--- src/rtl/song_sequencer_if.sv ---
// Bus between the auto-play sequencer and the rest of the piano: mode control,
// song ROM read port and the tone/display outputs.
interface song_sequencer_if #(
  parameter int ADDR_W = 6
);
  logic              en;
  logic              start;
  logic              pause;
  logic [ADDR_W-1:0] rom_addr;
  logic [19:0]       rom_data;
  logic [10:0]       frequency;
  logic [2:0]        note;
  logic              busy;
  logic              done;

  modport master (
    output en, start, pause, rom_data,
    input  rom_addr, frequency, note, busy, done
  );

  modport slave (
    input  en, start, pause, rom_data,
    output rom_addr, frequency, note, busy, done
  );
endinterface

--- src/rtl/song_sequencer.sv ---
// Auto-play controller: walks the song ROM and drives frequency/note for each
// entry's duration, with a fixed silence between notes, pause and abort.
module song_sequencer #(
  parameter int TICK_DIV   = 12_500_000,
  parameter int GAP_CYCLES = 2_500_000,
  parameter int ADDR_W     = 6
) (
  input logic             clk,
  input logic             rst,
  song_sequencer_if.slave bus
);
  localparam int TICK_W = (TICK_DIV > 1) ? $clog2(TICK_DIV) : 1;
  localparam int GAP_W  = (GAP_CYCLES > 1) ? $clog2(GAP_CYCLES) : 1;
  localparam logic [TICK_W-1:0] TICK_LAST = TICK_W'(TICK_DIV - 1);
  localparam logic [GAP_W-1:0]  GAP_LAST  = GAP_W'((GAP_CYCLES > 0) ? GAP_CYCLES - 1 : 0);
  localparam logic [ADDR_W-1:0] ADDR_LAST = '1;

  typedef enum logic [2:0] {IDLE, FETCH, LOAD, PLAY, GAP, DONE} state_t;

  state_t            state;
  logic [ADDR_W-1:0] addr_q;
  logic [10:0]       freq_q;
  logic [2:0]        note_q;
  logic              busy_q;
  logic              done_q;
  logic [3:0]        beat_cnt;
  logic [TICK_W-1:0] tick_cnt;
  logic [GAP_W-1:0]  gap_cnt;

  logic        rom_eos;
  logic [2:0]  rom_note;
  logic [3:0]  rom_dur;
  logic        unused_rsvd;
  logic [10:0] rom_freq;
  logic        paused;

  assign {rom_eos, rom_note, rom_dur, unused_rsvd, rom_freq} = bus.rom_data;

  // Pause silences the tone immediately; the held frequency comes back on release.
  assign paused = bus.pause && (state == PLAY || state == GAP);

  assign bus.rom_addr  = addr_q;
  assign bus.frequency = paused ? 11'd0 : freq_q;
  assign bus.note      = note_q;
  assign bus.busy      = busy_q;
  assign bus.done      = done_q;

  // NOTE: all state is updated with non-blocking assignments so every branch
  // below reads the pre-edge values, independent of statement order.
  always_ff @(posedge clk) begin
    if (rst) begin
      state    <= IDLE;
      addr_q   <= '0;
      freq_q   <= '0;
      note_q   <= '0;
      busy_q   <= 1'b0;
      done_q   <= 1'b0;
      beat_cnt <= '0;
      tick_cnt <= '0;
      gap_cnt  <= '0;
    end else begin
      done_q <= 1'b0;
      if (!bus.en) begin
        state  <= IDLE;
        freq_q <= '0;
        note_q <= '0;
        busy_q <= 1'b0;
      end else begin
        case (state)
          IDLE, DONE: begin
            if (bus.start) begin
              addr_q <= '0;
              state  <= FETCH;
              busy_q <= 1'b1;
            end
          end

          FETCH: state <= LOAD;

          LOAD: begin
            if (rom_eos) begin
              state  <= DONE;
              done_q <= 1'b1;
              busy_q <= 1'b0;
            end else if (rom_dur == 4'd0) begin
              if (addr_q == ADDR_LAST) begin
                state  <= DONE;
                done_q <= 1'b1;
                busy_q <= 1'b0;
              end else begin
                addr_q <= addr_q + 1'b1;
                state  <= FETCH;
              end
            end else begin
              freq_q   <= rom_freq;
              note_q   <= rom_note;
              beat_cnt <= rom_dur;
              tick_cnt <= '0;
              state    <= PLAY;
            end
          end

          PLAY: begin
            if (!bus.pause) begin
              if (tick_cnt == TICK_LAST) begin
                tick_cnt <= '0;
                beat_cnt <= beat_cnt - 4'd1;
                if (beat_cnt == 4'd1) begin
                  freq_q <= '0;
                  note_q <= '0;
                  if (GAP_CYCLES > 0) begin
                    gap_cnt <= '0;
                    state   <= GAP;
                  end else if (addr_q == ADDR_LAST) begin
                    state  <= DONE;
                    done_q <= 1'b1;
                    busy_q <= 1'b0;
                  end else begin
                    addr_q <= addr_q + 1'b1;
                    state  <= FETCH;
                  end
                end
              end else begin
                tick_cnt <= tick_cnt + 1'b1;
              end
            end
          end

          GAP: begin
            if (!bus.pause) begin
              if (gap_cnt == GAP_LAST) begin
                if (addr_q == ADDR_LAST) begin
                  state  <= DONE;
                  done_q <= 1'b1;
                  busy_q <= 1'b0;
                end else begin
                  addr_q <= addr_q + 1'b1;
                  state  <= FETCH;
                end
              end else begin
                gap_cnt <= gap_cnt + 1'b1;
              end
            end
          end

          default: state <= IDLE;
        endcase
      end
    end
  end
endmodule

--- src/flat_wrapper.sv ---
// flat-port wrapper written by rule: the top's interface ports become plain ports
module song_sequencer_flat 
#(
  parameter int TICK_DIV   = 12_500_000,
  parameter int GAP_CYCLES = 2_500_000,
  parameter int ADDR_W     = 6
)
  (clk, rst, bus_en, bus_start, bus_pause, bus_rom_data, bus_rom_addr, bus_frequency, bus_note, bus_busy, bus_done);
  song_sequencer_if #(.ADDR_W(ADDR_W)) bus_i ();
  input logic clk;
  input logic rst;
  input wire logic [$bits(bus_i.en)-1:0] bus_en;
  input wire logic [$bits(bus_i.start)-1:0] bus_start;
  input wire logic [$bits(bus_i.pause)-1:0] bus_pause;
  input wire logic [$bits(bus_i.rom_data)-1:0] bus_rom_data;
  output wire logic [$bits(bus_i.rom_addr)-1:0] bus_rom_addr;
  output wire logic [$bits(bus_i.frequency)-1:0] bus_frequency;
  output wire logic [$bits(bus_i.note)-1:0] bus_note;
  output wire logic [$bits(bus_i.busy)-1:0] bus_busy;
  output wire logic [$bits(bus_i.done)-1:0] bus_done;
  assign bus_i.en = bus_en;
  assign bus_i.start = bus_start;
  assign bus_i.pause = bus_pause;
  assign bus_i.rom_data = bus_rom_data;
  assign bus_rom_addr = bus_i.rom_addr;
  assign bus_frequency = bus_i.frequency;
  assign bus_note = bus_i.note;
  assign bus_busy = bus_i.busy;
  assign bus_done = bus_i.done;
  song_sequencer #(.TICK_DIV(TICK_DIV), .GAP_CYCLES(GAP_CYCLES), .ADDR_W(ADDR_W)) u_core (.clk(clk), .rst(rst), .bus(bus_i));
endmodule
--- config.mk ---
export PLATFORM = sky130hd
export DESIGN_NAME = song_sequencer_flat
export DESIGN_NICKNAME = d
export VERILOG_FILES = /design/src/rtl/song_sequencer_if.sv /design/src/rtl/song_sequencer.sv /design/src/flat_wrapper.sv
export SDC_FILE = /design/constraint.sdc
export NUM_CORES = 1
export LEC_CHECK = 0
export BUFFER_PORTS_ARGS = -buffer_cell sky130_fd_sc_hd__clkbuf_2
export CORE_MARGIN = 2
export CORE_UTILIZATION = 35
export DETAILED_ROUTE_END_ITERATION = 8
export PLACE_DENSITY_LB_ADDON = 0.25
export SLEW_MARGIN = 25
export SYNTH_ARGS = -nofsm -noshare
export SYNTH_HDL_FRONTEND = slang
export SYNTH_SLANG_ARGS = --single-unit
--- constraint.sdc ---
create_clock -name clk -period 7 [get_ports clk]
set_input_delay 2.1 -clock clk [delete_from_list [all_inputs] [get_ports clk]]
set_output_delay 2.1 -clock clk [all_outputs]
set_load 0.01 [all_outputs]
Word-level counts from Yosys, hierarchy flattened
Cells that the tools add are included.
{ "op_classes": {"n_addsub": 4, "eq_ne": 20, "mux": 59, "n_bitwise": 1, "n_reduce_logical": 16} }
{ "op_table": {"columns": ["op", "count"], "rows": [
  ["22-bit 2-to-1 mux", 5],
  ["24-bit 2-to-1 mux", 4],
  ["11-bit 2-to-1 mux", 6],
  ["24-bit one-hot mux with 2 select lines", 1],
  ["22-bit one-hot mux with 2 select lines", 1],
  ["3-bit 2-to-1 mux", 14],
  ["6-bit 2-to-1 mux", 6],
  ["24-bit by 1-bit adder with 24-bit output (second input constant)", 1],
  ["24-bit equality test (second input constant)", 1],
  ["22-bit by 1-bit adder with 22-bit output (second input constant)", 1],
  ["22-bit equality test (second input constant)", 1],
  ["11-bit one-hot mux with 2 select lines", 1],
  ["2-bit inequality test (second input constant)", 9],
  ["6-bit one-hot mux with 3 select lines", 1],
  ["6-bit AND reduction", 3],
  ["4-bit 2-to-1 mux", 4],
  ["3-bit one-hot mux with 5 select lines", 1],
  ["7-bit AND reduction", 2],
  ["1-bit 2-to-1 mux", 11],
  ["5-bit AND reduction", 2],
  ["4-bit one-hot mux with 2 select lines", 1],
  ["6-bit by 1-bit adder with 6-bit output (second input constant)", 1],
  ["3-bit by 2-bit equality test with 1-bit output (second input constant)", 2],
  ["3-bit equality test (second input constant)", 2],
  ["17 further kinds", 19]
]} }
{ "word_totals": {"register_bits": 75, "input_bits": 25, "output_inout_bits": 22, "word_cells": 109} }

Longest topological paths before layout
{ "logic_depth": {"ltp_word": 5, "ltp_mapped": 9, "ltp_nobuf": 7} }

Least setup slack after synthesis
Ideal clock, no wire load.
{ "synth_timing": {"path_kind": "input-to-output", "start": "in bus_pause", "end": "out bus_frequency[0]", "t_arrival_ns": 2.746, "required_ns": 4.900, "slack_ns": 2.154, "stages": 4, "path_buffers": 2, "path_cell_list": "clkbuf_1 > nand2_1 > clkbuf_1 > and2_1"} }
{ "synth_via": {"elab_chain_len": 2} }
{ "synth_rtl": {"columns": ["item", "line_no", "text"], "rows": [
  ["from (decl)", "flat_wrapper.sv:14", "input wire logic [$bits(bus_i.pause)-1:0] bus_pause;"],
  ["1-bit logical AND", "song_sequencer.sv:40", "assign paused = bus.pause && (state == PLAY || state == GAP);"],
  ["11-bit 2-to-1 mux", "song_sequencer.sv:43", "assign bus.frequency = paused ? 11'd0 : freq_q;"],
  ["to (decl)", "flat_wrapper.sv:17", "output wire logic [$bits(bus_i.frequency)-1:0] bus_frequency;"]
]} }
No other way between the ends.

Worst setup path after layout
{ "layout_timing": {"start": "in bus_pause", "end": "out bus_frequency[2]"} }
Same word-level chain as after synthesis.

==> flow_summary.json <==
{
  "crit_chain": "clkbuf_2 -> nand2_1 -> and2_1 -> clkbuf_2",
  "die_w_um": 109,
  "intPower_uw": 663,
  "grt.overflow.total": 0,
  "drive_above_1_share": 0.145,
  "slowest_stage": "nand2_1",
  "die_h_um": 109,
  "synth_area_leaders": "dfxtp_1 39%, nor2_1 5.0%, o21ai_0 4.4%",
  "synth.most_common_cell": "dfxtp_1",
  "diodes": 0,
  "fin_tns_setup_ns": 0,
  "cts_buffer_depth": 2,
  "crit_path_end_kind": "output port",
  "power_frac_comb": 0.049,
  "num_rows": 38,
  "p_switching_uw": 192,
  "clock.fmax_mhz": 200,
  "leakagePower_uw": 0.00160,
  "cts.clk_slew.worst_paths_ns": 0.08,
  "max_stage_delay_ns": 0.23,
  "start_util": 0.357,
  "io_pins": 47,
  "min_period_ns": 5.00,
  "syn_area_sq_um": 3840,
  "synthTopCellsByCount": "75 x dfxtp_1, 51 x nor2_1, 34 x o21ai_0, 30 x nand2_1, 27 x nand3_1",
  "hold_buffers": 0,
  "cts_made_buffers": 9,
  "syn_nets": 495,
  "start_kind": "input pin",
  "ys_seq_area_frac": 0.391,
  "portBuffers": 45,
  "synth_edf_count": 0,
  "synth_async_sr_flop_share": 0,
  "clk_latency_ns": 0.36,
  "synth_cells": 465,
  "grt_pass1_wl_mm": 15.6,
  "syn2layout_area_growth_pct": 14.2,
  "drc": 0,
  "cp_max_fo": 11,
  "drt-initial-drc-count": 219,
  "worstMarginPinSlew_ns": 0.945,
  "vias": 3588,
  "required_ns": 4.90,
  "crit_top_cell": "clkbuf_2",
  "max-cap-violations": 0,
  "synth-seq-cells": 75,
  "yosys.area.top_type": "dfxtp_1",
  "synth.top_cell.area_share": 0.391,
  "core_area_sq_um": 10700,
  "routed_via_density": 5.56,
  "wire_per_inst_um": 14.6,
  "cp.buffers_inverters": 2,
  "drt-pass1-iter-count": 4,
  "seqPwrFrac": 0.504,
  "status": "finished, final reports clean",
  "yosysWarnings": 0,
  "cts_setup_buffers": 0,
  "clockRootBuffer": "clkbuf_8",
  "rsz0062_at_grt": "no",
  "hold_viol": 0,
  "clkPwrFrac": 0.446,
  "vdd_drop_max_mv": 0.149,
  "numClockSinks": 75,
  "routabilityCongestion": 0.823,
  "setup_viol": 0,
  "layoutNonFillerInstCount": 645,
  "critPathKind": "in -> out",
  "min_path_type": "reg -> reg",
  "slew_violations": 0,
  "post_cts_resized": 0,
  "synth_cell_types": 56,
  "postRouteAntennaNets": 0,
  "grt_pass1_vias": 3264,
  "cp_top_family": "simple AND/OR/NAND/NOR gates",
  "grtUsageTotal": 0.164,
  "cts_max_level": 3,
  "relSlewSlack": 0.364,
  "die_area_sq_um": 11800,
  "syn-mean-instance-area_sq_um": 8.25,
  "hpwlAfterDp_mm": 6.54,
  "p_sw_frac": 0.225,
  "ys.flop_type": "dfxtp_1",
  "grt_max_degree": 22,
  "finClkSkew_ns": 0.0183,
  "fin_nets": 530,
  "dp_cells": 629,
  "drt_wl_total_mm": 9.44,
  "cts_tree": "yes",
  "cellPowerDensity_nw_per_um2": 195,
  "grt_antenna_before_repair": 0,
  "worstPathArrival_ns": 2.90,
  "post-route-period-util": 0.715
}
state kept, by name, summed over array words and instances (netlist names):
signal / count
u_core.beat_cnt: 4
u_core.bus.busy: 1
u_core.bus.done: 1
u_core.bus.note: 3
u_core.bus.rom_addr: 6
u_core.freq_q: 11
u_core.gap_cnt: 22
u_core.state: 3
u_core.tick_cnt: 24
power groups by stage:
stage | clock, uW | sequential (uW) | combinational [uW]
4_1_cts | 394 | 431 | 42.4
6_report | 382 | 431 | 42.3
2_1_floorplan | 0 | 439 | 29.1
3_5_place_dp | 0 | 441 | 42.3
3_3_place_gp | 0 | 441 | 41.2
5_1_grt | 411 | 432 | 47.1
cells in the final DEF (no fill, tap or decap), types with 4 or more instances in the layout:
master     n
a22o_1    14
nor3_1     7
or4_1      4
o21ai_0   34
nand2_1   30
o31ai_1   11
and4_1     8
nand3b_1   6
o21ai_1    4
clkbuf_2  45
xor2_1    17
clkbuf_8  11
a21oi_1   24
xnor2_1    4
inv_1      4
nor2_1    51
dfxtp_1   75
nand4_1   20
a31oi_1    7
nor2b_1    6
or2_2      4
and3_1     9
ha_1       5
and2_1    14
nand3_1   27
nand2b_1   6
nor4_1     7
metrics by stage:
step	hold slack, ns	utilization	setup WS, ns	power (uW)	instance area, sq um
3_5_place_dp	0.457	0.387	1.99	484	4160
5_1_grt	0.501	0.408	1.89	890	4380
2_1_floorplan	0.439	-	2.15	468	3840
6_report	0.479	0.408	2.00	855	4380
4_1_cts	0.482	0.408	1.98	867	4380
3_3_place_gp	0.452	0.386	2.00	482	4150
logic make-up after synthesis:
group	after synthesis	synth area share
AOI/OAI and AO/OA	118	0.200
xor gates and xnor gates	21	0.0479
adders and majority gates	5	0.0163
and+or+nand+nor	217	0.308
buffers and inverters	27	0.0310
muxes	2	0.00587
DFF	75	0.391
per-layer routing:
metal	routed length, um	vias to the layer above	global-route usage	part of all wire
met1	4460	1714	0.215	0.47
met3	385	11	0.0383	0.041
li1	-	1793	-	-
met2	4460	70	0.267	0.47
met4	129	0	0.0513	0.014
met5	0	-	0	0
layout make-up:
cell class              count  area (sq um)
well taps                 140           175
repair buffers             47           240
inverters                   4          15.0
fillers                  1134          6360
multi-input cells         363          2220
clock buffers              12           155
clock inverters             4          72.6
flip-flops and latches     75          1500
final timing paths:
| kind | start | end | slack [ns] | cells past startpoint |
|---|---|---|---|---|
| min reg2reg | u_core.freq_q[3] | u_core.freq_q[3] | 0.48 | 1 |
| max reg2reg | u_core.state[0] | u_core.tick_cnt[11] | 3.92 | 6 |
| min | u_core.freq_q[3] | u_core.freq_q[3] | 0.48 | 1 |
| max | bus_pause | bus_frequency[2] | 2.00 | 4 |
Note: power is estimated with default switching activity, not from simulation.
